$ cat src/rtl/debounce_bank_if.sv
// debounce_bank_if: raw button inputs and debounced press/release/level outputs of debounce_bank
interface debounce_bank_if #(
  parameter int CHANNELS = 5
);
  logic [CHANNELS-1:0] btn_in;
  logic [CHANNELS-1:0] press;
  logic [CHANNELS-1:0] released;
  logic [CHANNELS-1:0] level;
  modport master (output btn_in, input press, released, level);
  modport slave (input btn_in, output press, released, level);
endinterface

$ cat src/rtl/debounce_bank.sv
// debounce_bank: per-channel synchroniser plus press/release lockout FSM; DEBOUNCE_AUTOREPEAT_EN adds held-button auto-repeat
module debounce_bank #(
  parameter int CHANNELS = 5,
  parameter int SYNC_STAGES = 2,
  parameter int HOLD_CYCLES = 25_000_000,
  parameter int CNT_W = 25
`ifdef DEBOUNCE_AUTOREPEAT_EN
  ,
  parameter int REPEAT_DELAY = 50_000_000,
  parameter int REPEAT_PERIOD = 10_000_000
`endif
) (
  input logic clk,
  input logic reset,
  debounce_bank_if.slave bus
);
  typedef enum logic [2:0] {IDLE, PRESS, LOCKP, HELD, RELP, LOCKR} state_t;
  localparam logic [CNT_W-1:0] HOLD_M1 = CNT_W'(HOLD_CYCLES - 1);
`ifdef DEBOUNCE_AUTOREPEAT_EN
  localparam logic [CNT_W-1:0] DELAY_M1 = CNT_W'(REPEAT_DELAY - 1);
  localparam logic [CNT_W-1:0] PERIOD_M1 = CNT_W'(REPEAT_PERIOD - 1);
`endif
  for (genvar c = 0; c < CHANNELS; c++) begin : g_ch
    logic [SYNC_STAGES-1:0] sync_q, sync_d;
    state_t state_q, state_d;
    logic [CNT_W-1:0] cnt_q, cnt_d;
    logic press_q, press_d, rel_q, rel_d, level_q, level_d;
    logic s, rep_fire;
`ifdef DEBOUNCE_AUTOREPEAT_EN
    logic [CNT_W-1:0] rep_q, rep_d;
`endif
    assign s = sync_q[SYNC_STAGES-1];
    always_comb begin
      sync_d = {sync_q[SYNC_STAGES-2:0], bus.btn_in[c]};
      state_d = state_q;
      // Counter saturates at 0 and only reloads on PRESS/RELP, so it can never wrap.
      cnt_d = (cnt_q == '0) ? '0 : cnt_q - 1'b1;
      case (state_q)
        IDLE: state_d = s ? PRESS : IDLE;
        PRESS: begin
          state_d = LOCKP;
          cnt_d = HOLD_M1;
        end
        LOCKP: state_d = (cnt_q != '0) ? LOCKP : s ? HELD : RELP;
        HELD: state_d = s ? HELD : RELP;
        RELP: begin
          state_d = LOCKR;
          cnt_d = HOLD_M1;
        end
        LOCKR: state_d = (cnt_q == '0) ? IDLE : LOCKR;
        default: state_d = IDLE;
      endcase
`ifdef DEBOUNCE_AUTOREPEAT_EN
      rep_fire = (state_q == HELD) && (state_d == HELD) && (rep_q == '0);
      rep_d = (state_d != HELD) ? '0 :
              (state_q != HELD) ? DELAY_M1 :
              (rep_q == '0) ? PERIOD_M1 : rep_q - 1'b1;
`else
      rep_fire = 1'b0;
`endif
      press_d = (state_d == PRESS) || rep_fire;
      rel_d = (state_d == RELP);
      level_d = (state_d == PRESS) || (state_d == LOCKP) || (state_d == HELD);
    end
    always_ff @(posedge clk) begin
      if (reset) begin
        sync_q <= '0;
        state_q <= IDLE;
        cnt_q <= '0;
        press_q <= 1'b0;
        rel_q <= 1'b0;
        level_q <= 1'b0;
`ifdef DEBOUNCE_AUTOREPEAT_EN
        rep_q <= '0;
`endif
      end else begin
        sync_q <= sync_d;
        state_q <= state_d;
        cnt_q <= cnt_d;
        press_q <= press_d;
        rel_q <= rel_d;
        level_q <= level_d;
`ifdef DEBOUNCE_AUTOREPEAT_EN
        rep_q <= rep_d;
`endif
      end
    end
    assign bus.press[c] = press_q;
    assign bus.released[c] = rel_q;
    assign bus.level[c] = level_q;
  end
endmodule

$ cat src/flat_wrapper.sv
// flat-port wrapper written by rule: the top's interface ports become plain ports
module debounce_bank_flat 
#(
  parameter int CHANNELS = 5,
  parameter int SYNC_STAGES = 2,
  parameter int HOLD_CYCLES = 25_000_000,
  parameter int CNT_W = 25

)
  (clk, reset, bus_btn_in, bus_press, bus_released, bus_level);
  debounce_bank_if #(.CHANNELS(CHANNELS)) bus_i ();
  input logic clk;
  input logic reset;
  input wire logic [$bits(bus_i.btn_in)-1:0] bus_btn_in;
  output wire logic [$bits(bus_i.press)-1:0] bus_press;
  output wire logic [$bits(bus_i.released)-1:0] bus_released;
  output wire logic [$bits(bus_i.level)-1:0] bus_level;
  assign bus_i.btn_in = bus_btn_in;
  assign bus_press = bus_i.press;
  assign bus_released = bus_i.released;
  assign bus_level = bus_i.level;
  debounce_bank #(.CHANNELS(CHANNELS), .SYNC_STAGES(SYNC_STAGES), .HOLD_CYCLES(HOLD_CYCLES), .CNT_W(CNT_W)) u_core (.clk(clk), .reset(reset), .bus(bus_i));
endmodule
$ cat config.mk
export PLATFORM = sky130hd
export DESIGN_NAME = debounce_bank_flat
export DESIGN_NICKNAME = d
export VERILOG_FILES = /design/src/rtl/debounce_bank_if.sv /design/src/rtl/debounce_bank.sv /design/src/flat_wrapper.sv
export SDC_FILE = /design/constraint.sdc
export NUM_CORES = 1
export LEC_CHECK = 0
export BUFFER_PORTS_ARGS = -buffer_cell sky130_fd_sc_hd__buf_2
export CORE_ASPECT_RATIO = 1.1
export CORE_UTILIZATION = 30
export CTS_CLUSTER_DIAMETER = 200
export DETAILED_ROUTE_END_ITERATION = 7
export PLACE_DENSITY = 0.43
export SYNTH_ARGS = -nofsm -noshare
export SYNTH_HDL_FRONTEND = slang
export SYNTH_SLANG_ARGS = --single-unit
$ cat constraint.sdc
create_clock -name clk -period 2.8 [get_ports clk]
set_clock_uncertainty 0.2 [all_clocks]
set_input_delay 0 -clock clk [delete_from_list [all_inputs] [get_ports clk]]
set_output_delay 0 -clock clk [all_outputs]
set_load 0.05 [all_outputs]
==> key figures, run 1 <==
Synthesis
  – Syn Area/Cell: between 8 and 9 um^2
  – Syn Inst Count: roughly 880
  – Yosys cell types: 70
  – Seq/Total Area, Yosys: a little over two fifths
  – Synthesized area: 0.00766 mm^2
  – Number of synthesized register bits: about 170
  – Number of flops mapped to enable cells by yosys: 0
  – Syn nets: between 800 and 900
  – Area leader, netlist: dfxtp_1
  – Synth warn: 0
  – Top cell type's share of synthesized area: 43.1%
  – FFs w/ async S/R, synth: 0%
  – Main flop type after synthesis: dfxtp_1
  – Most area-consuming cells after synthesis: dfxtp_1 (43%), nor2_1 (5.3%), xnor2_1 (5.3%)

Detailed routing
  – Vias per cell: 4.90
  – DRT Pass-1 Iters: 4
  – Post-route ant nets: 0
  – DRC: 0
  – 1st-iter DRT viols: around 260
  – DR WL/cell: 13.5 um
  – Via Count: between 5000 and 6000
  – Final WL: around 16000 um

Setup path
  – Crit path DAT: roughly 2.7 ns
  – R2R Setup Slk: between 0.2 and 0.3 ns
  – CP endpoint: u_core.g_ch[3].state_q[0]
  – Critical path buffer and inverter count: 1
  – Startpoint Class: register
  – Reg2reg end: u_core.g_ch[3].state_q[0]
  – Depth of the worst register-to-register path: 7
  – Crit Path Class: register to register
  – Max incr delay on CP: ~0.6 ns
  – Reg-to-Reg Start: u_core.g_ch[3].cnt_q[0]
  – Crit path cell chain: inv_1 > ha_1 > or4b_2 > nor4_1 > a21oi_1 > o21ai_0 > nor4b_2
  – WP depth: 7
  – Crit-path max FO: 5
  – Required time worst endpoint: ~2.9 ns
  – Largest delay share family, worst path: simple AND/OR/NAND/NOR gates
  – Critical path's slowest cell: or4b_2
  – Worst setup startpoint: u_core.g_ch[3].cnt_q[0]
  – Worst setup EP type: register

Power and ir drop
  – Leakage: approximately 3.3 nW
  – Pwr dens: between 1000 and 1500 mW/mm^2
  – Worst vdd ir: between 0.0004 and 0.0005 V

Global route
  – Total global routing overflow: 0
  – GRT Total Usage: about an eighth
  – Antenna violations before repair: 0
  – First-pass GRT wire length: ~28000 um
  – Vias in the first global route: a little under 6000
  – Largest net degree at the start of global routing: 60

Timing
  – Clock period minus worst slack: 2.52 ns
  – Final Max Slew Viols: 0
  – Final Setup Violations: 0
  – Max_slew headroom: a little over half
  – F_max: 0.397 GHz
  – Fin crit share: approximately nine tenths
  – Fin Setup TNS: 0 ns
  – RSZ-0062 raised after global routing: no
  – Worst slew pin tran: 0.701 ns
  – WHS: around 0.12 ns
  – Final hold violations: 0

CTS
  – Worst-Skew Late Latency: around 0.43 ns
  – # clock sinks: roughly 170
  – Number of CTS-inserted buffers: 17
  – CTS tree: yes
  – Clock transition at path regs: 0.07 ns
  – H-tree level count: 4
  – Max Root-Sink Buffers: 2
  – CTS root buf: clkbuf_16

Finish
  – Commonest non-fill, non-tap cell in the layout: dfxtp_1
  – Area occupied by multi-input gates: roughly 0.0040 mm^2
  – Final core occ: 35.1%
  – Final #Nets: around 910
  – Most frequent cells in the layout: dfxtp_1 (165), nor2_1 (108), a21oi_1 (61)
  – Area occupied by registers: 0.00330 mm^2
  – Fillers: ~2600
  – Diodes inserted: 0
  – Share of layout cells above drive strength 1: about 12%
  – Area Overhead vs Synth: 13.5%

Floorplan
  – Die Span X: ~150 um
  – Area of the core: approximately 0.025 mm^2
  – Starting Density: approximately 30%
  – Chip height: 170 um
  – I/O pin cnt: 22
  – Rows: 60
  – Die ar.: 0.0262 mm^2

Placement
  – Port Buf Inserts: 21
  – DP HPWL: 11300 um
  – Final GP Congestion: approximately 0.75

Outcome
  – Status: complete, no violations

Worst hold path
  – Hold Path Class: input pin to register

Flow run
  – Max_cap viols: 0
Yosys cell counts (8+ instances only):
master      n
ha_1       10
nand2b_1    8
o22ai_1     9
nor3_1     42
o21ai_0    39
or3_1      12
nor2_1    108
nand2_1    54
inv_1      19
dfxtp_1   165
nand3_1    25
nand4_1    10
xnor2_1    46
nor4_1     27
a21oi_1    61
nor2b_1    15
a31oi_1     9
clkbuf_1   18
or4_1      17
xor2_1     44
buf_4      15
power breakdown:
part	switching [W]	internal [W]
Clock	0.00103	0.00128
Sequential	0.000774	0.00315
Combinational	0.00310	0.00239
flip-flops by register name, summed over array words and instances (netlist names):
name	cells
u_core.g_ch.sync_q	10
u_core.g_ch.press_q	5
u_core.g_ch.state_q	15
u_core.g_ch.level_q	5
u_core.g_ch.rel_q	5
u_core.g_ch.cnt_q	125
layout make-up:
| cell class | instances | area share [%] |
|---|---|---|
| clock buffer | 18 | 5.05 |
| multi-input combinational | 648 | 46.5 |
| tap | 310 | 4.46 |
| inverter | 20 | 0.864 |
| clock inverter | 14 | 1.64 |
| sequential | 165 | 38.0 |
| timing repair buffer | 45 | 3.45 |
worst min-delay path by stage:
stage / startpoint / to / cells past startpoint
3_5_place_dp: bus_btn_in[0] / u_core.g_ch[0].sync_q[0] / 2
5_1_grt: bus_btn_in[0] / u_core.g_ch[0].sync_q[0] / 3
2_1_floorplan: bus_btn_in[0] / u_core.g_ch[0].sync_q[0] / 1
3_3_place_gp: bus_btn_in[0] / u_core.g_ch[0].sync_q[0] / 2
6_report: bus_btn_in[0] / u_core.g_ch[0].sync_q[0] / 3
4_1_cts: bus_btn_in[0] / u_core.g_ch[0].sync_q[0] / 3
cell families after synthesis:
logic type	count (synthesis)	synth area share, %
compound gates	162	12.8
fa+ha+maj	10	1.63
flops	165	43.1
xor+xnor	90	10.3
buf+inv	62	4.05
simple gates	386	28.1
timing repair:
| item | CTS | global route |
|---|---|---|
| endpoints found under the hold margin | 15 | 0 |
| hold buffers | 6 | 0 |
| buffers inserted | 0 | 0 |
| resized for setup | 0 | 0 |
routing by layer:
metal,part of all wire (%),GRT usage [%]
met1,52,17.7
met2,44,21.8
met3,2.4,2.50
met4,1.3,4.52
met5,0,0
worst reg2reg max path, delay by kind of cell, from the launching register on:
family          cells  cell delay, ns
compound gates      2            0.41
flops               1            0.31
simple gates        3            1.26
buf+inv             1            0.10
fa+ha+maj           1            0.15
stage by stage:
| step | power, W | std cells | setup WS [ns] | instance area, um^2 |
|---|---|---|---|---|
| after floorplan | 0.00837 | 875 | 0.564 | 7660 |
| after global placement | 0.00949 | 1182 | 0.376 | 8050 |
| after detailed placement | 0.00947 | 1182 | 0.329 | 8050 |
| after CTS | 0.0119 | 1220 | 0.314 | 8690 |
| after global routing | 0.0128 | 1220 | 0.130 | 8690 |
| final | 0.0117 | 1220 | 0.279 | 8690 |
Power figures use the tool's default switching activity.
==> run 2: changes to the inputs <==
BUFFER_PORTS_ARGS = unset   (was -buffer_cell sky130_fd_sc_hd__buf_2)
DONT_BUFFER_PORTS = 1   (was unset)
==> run 2 against run 1 <==
- sequential share of layout area up 0.27 points
- sequential power grew 1%
- highest routed layer unchanged
- power increased by 0.76%
- via count fell by 0.48%
- global-route usage increased by 0.26 points
- hold slack got worse by 0.086 ns
- combinational power down 1%
- count of clock-buffer cells in the layout is the same
- register-to-register slack lost 0.02 ns
- final cell count down 1.7%
- die area stayed put
- critical path depth grew 1
==> key figures, run 2 (synthesis gave the netlist of run 1 again) <==
Power and ir drop
  – Switching power: a little under 0.005 W
  – Logic pwr share: roughly 46%
  – Leakage: about 3.2 nW
  – Pwr dens: 1370 mW/mm^2
  – Int Power: 0.00688 W
  – Worst vdd ir: about 0.00045 V
  – Power share of the clock group: a little over 20%
  – Switching Fraction: a little over two fifths
  – Seq pwr share: between 30% and 40%

Detailed routing
  – DR WL/cell: 13.9 um
  – Vias per cell: slightly below 5
  – Post-route ant nets: 0
  – DRT Pass-1 Iters: 4
  – DRC: 0
  – Via Count: about 6000
  – 1st-iter DRT viols: about 330
  – Final WL: around 17000 um

Timing
  – WHS: between 0.03 and 0.04 ns
  – Fin Setup TNS: 0 ns
  – Final Max Slew Viols: 0
  – RSZ-0062 raised after global routing: no
  – Clock period minus worst slack: roughly 2.5 ns
  – Max_slew headroom: about three fifths
  – F_max: approximately 0.39 GHz
  – Worst slew pin tran: just under 0.6 ns
  – Fin crit share: 90.8%
  – Final hold violations: 0
  – Final Setup Violations: 0

Floorplan
  – Die ar.: between 0.02 and 0.03 mm^2
  – Die Span X: 154 um
  – Rows: 60
  – I/O pin cnt: 22
  – Area of the core: approximately 0.025 mm^2
  – Starting Density: 30.9%
  – Chip height: 170 um

CTS
  – CTS tree: yes
  – Number of CTS-inserted buffers: 17
  – Worst-Skew Late Latency: 0.43 ns
  – # clock sinks: approximately 170
  – Max Root-Sink Buffers: 2
  – CTS root buf: clkbuf_16
  – H-tree level count: 4
  – Clock transition at path regs: 0.07 ns

Finish
  – Share of layout cells above drive strength 1: under 10%
  – Max reg flops: between 100 and 150
  – Top reg by flops: u_core.g_ch.cnt_q
  – Diodes inserted: 0
  – Final #Nets: 893
  – Fillers: between 2000 and 3000
  – Most frequent cells in the layout: dfxtp_1 (165), nor2_1 (108), a21oi_1 (61)
  – Top flop regs: u_core.g_ch.cnt_q (125), u_core.g_ch.state_q (15), u_core.g_ch.sync_q (10)
  – Commonest non-fill, non-tap cell in the layout: dfxtp_1
  – Area Overhead vs Synth: 12.7%

Outcome
  – Status: complete, no violations

Setup path
  – Required time worst endpoint: between 2 and 3 ns
  – Crit path DAT: 2.66 ns
  – Crit Path Class: register to register
  – Worst setup EP type: register
  – Crit-path max FO: 3
  – Startpoint Class: register

Global route
  – Total global routing overflow: 0
  – GRT Total Usage: between 10% and 20%
  – Antenna violations before repair: 0
  – Largest net degree at the start of global routing: 67
  – Vias in the first global route: just under 6000
  – First-pass GRT wire length: ~29000 um

Worst hold path
  – Hold Path Class: input pin to register

Placement
  – DP HPWL: about 11000 um
  – Port Buf Inserts: 0
  – Final GP Congestion: ~0.74

Flow run
  – Max_cap viols: 0
==> run 2: cell types whose count changed in the layout (fill, tap and decap cells not counted), sizes merged <==
cell	before	now
clkinv	7	5
bufinv	1	2
clkinvlp	1	2
buf	39	17
dlygate4sd3	6	7
==> run 2: per-stage QoR <==
stage | std cells | area [um^2] | worst slack (ns) | util, % | power [W]
3_3_place_gp | 1158 | 7920 | 0.412 | 32.0 | 0.00943
3_5_place_dp | 1158 | 7920 | 0.324 | 32.0 | 0.00940
5_1_grt | 1199 | 8630 | 0.0996 | 34.8 | 0.0129
4_1_cts | 1198 | 8620 | 0.143 | 34.8 | 0.0119
2_1_floorplan | 875 | 7660 | 0.564 | - | 0.00837
6_report | 1199 | 8630 | 0.259 | 34.8 | 0.0118
==> run 2: critical path: stages, from the launching register on <==
cell and delay (ns):
dfxtp_1 0.31, inv_1 0.10, ha_1 0.14, or4b_2 0.60
nor3_1 0.24, nand3_2 0.14, nand2_1 0.09, a21oi_1 0.06
dlygate4sd3_1 0.56
==> run 2: final timing paths <==
check	start	endpoint	slack (ns)	depth (start not counted)
hold / removal	bus_btn_in[0]	u_core.g_ch[0].sync_q[0]	0.04	2
setup / recovery	u_core.g_ch[3].cnt_q[0]	u_core.g_ch[3].cnt_q[4]	0.26	8
setup reg to reg	u_core.g_ch[3].cnt_q[0]	u_core.g_ch[3].cnt_q[4]	0.26	8
hold reg to reg	u_core.g_ch[0].sync_q[0]	u_core.g_ch[0].sync_q[1]	0.24	1
==> run 2: power groups by stage <==
| stage | Combinational (W) | Sequential [W] | Clock (W) |
|---|---|---|---|
| 2_1_floorplan | 0.00456 | 0.00381 | 0 |
| 3_3_place_gp | 0.00541 | 0.00402 | 0 |
| 3_5_place_dp | 0.00540 | 0.00400 | 0 |
| 4_1_cts | 0.00547 | 0.00396 | 0.00249 |
| 5_1_grt | 0.00621 | 0.00411 | 0.00260 |
| 6_report | 0.00543 | 0.00397 | 0.00241 |
==> run 2: timing repair <==
| action | CTS | global route |
|---|---|---|
| hold buffers | 8 | 0 |
| gates resized for setup | 0 | 0 |
| hold endpoints to repair | 116 | 0 |
| setup endpoints to repair | 0 | 1 |
| setup buffers | 0 | 1 |
==> run 2: per-layer routing <==
metal,global-route usage (%),wire [um],vias to the layer above
met5,0,0,-
met4,4.61,204,0
met3,2.68,325,16
met2,22.0,7450,58
met1,18.1,8670,2775
li1,-,-,3102
==> run 2: area by class of cell <==
class                      count  area (um^2)  area share, %
sequential                   165         3300           38.3
timing repair buffer          24          218           2.52
inverter                      20         75.1          0.870
tap                          310          388           4.49
clock inverter                14          164           1.90
clock buffer                  18          439           5.09
multi-input combinational    648         4050           46.9
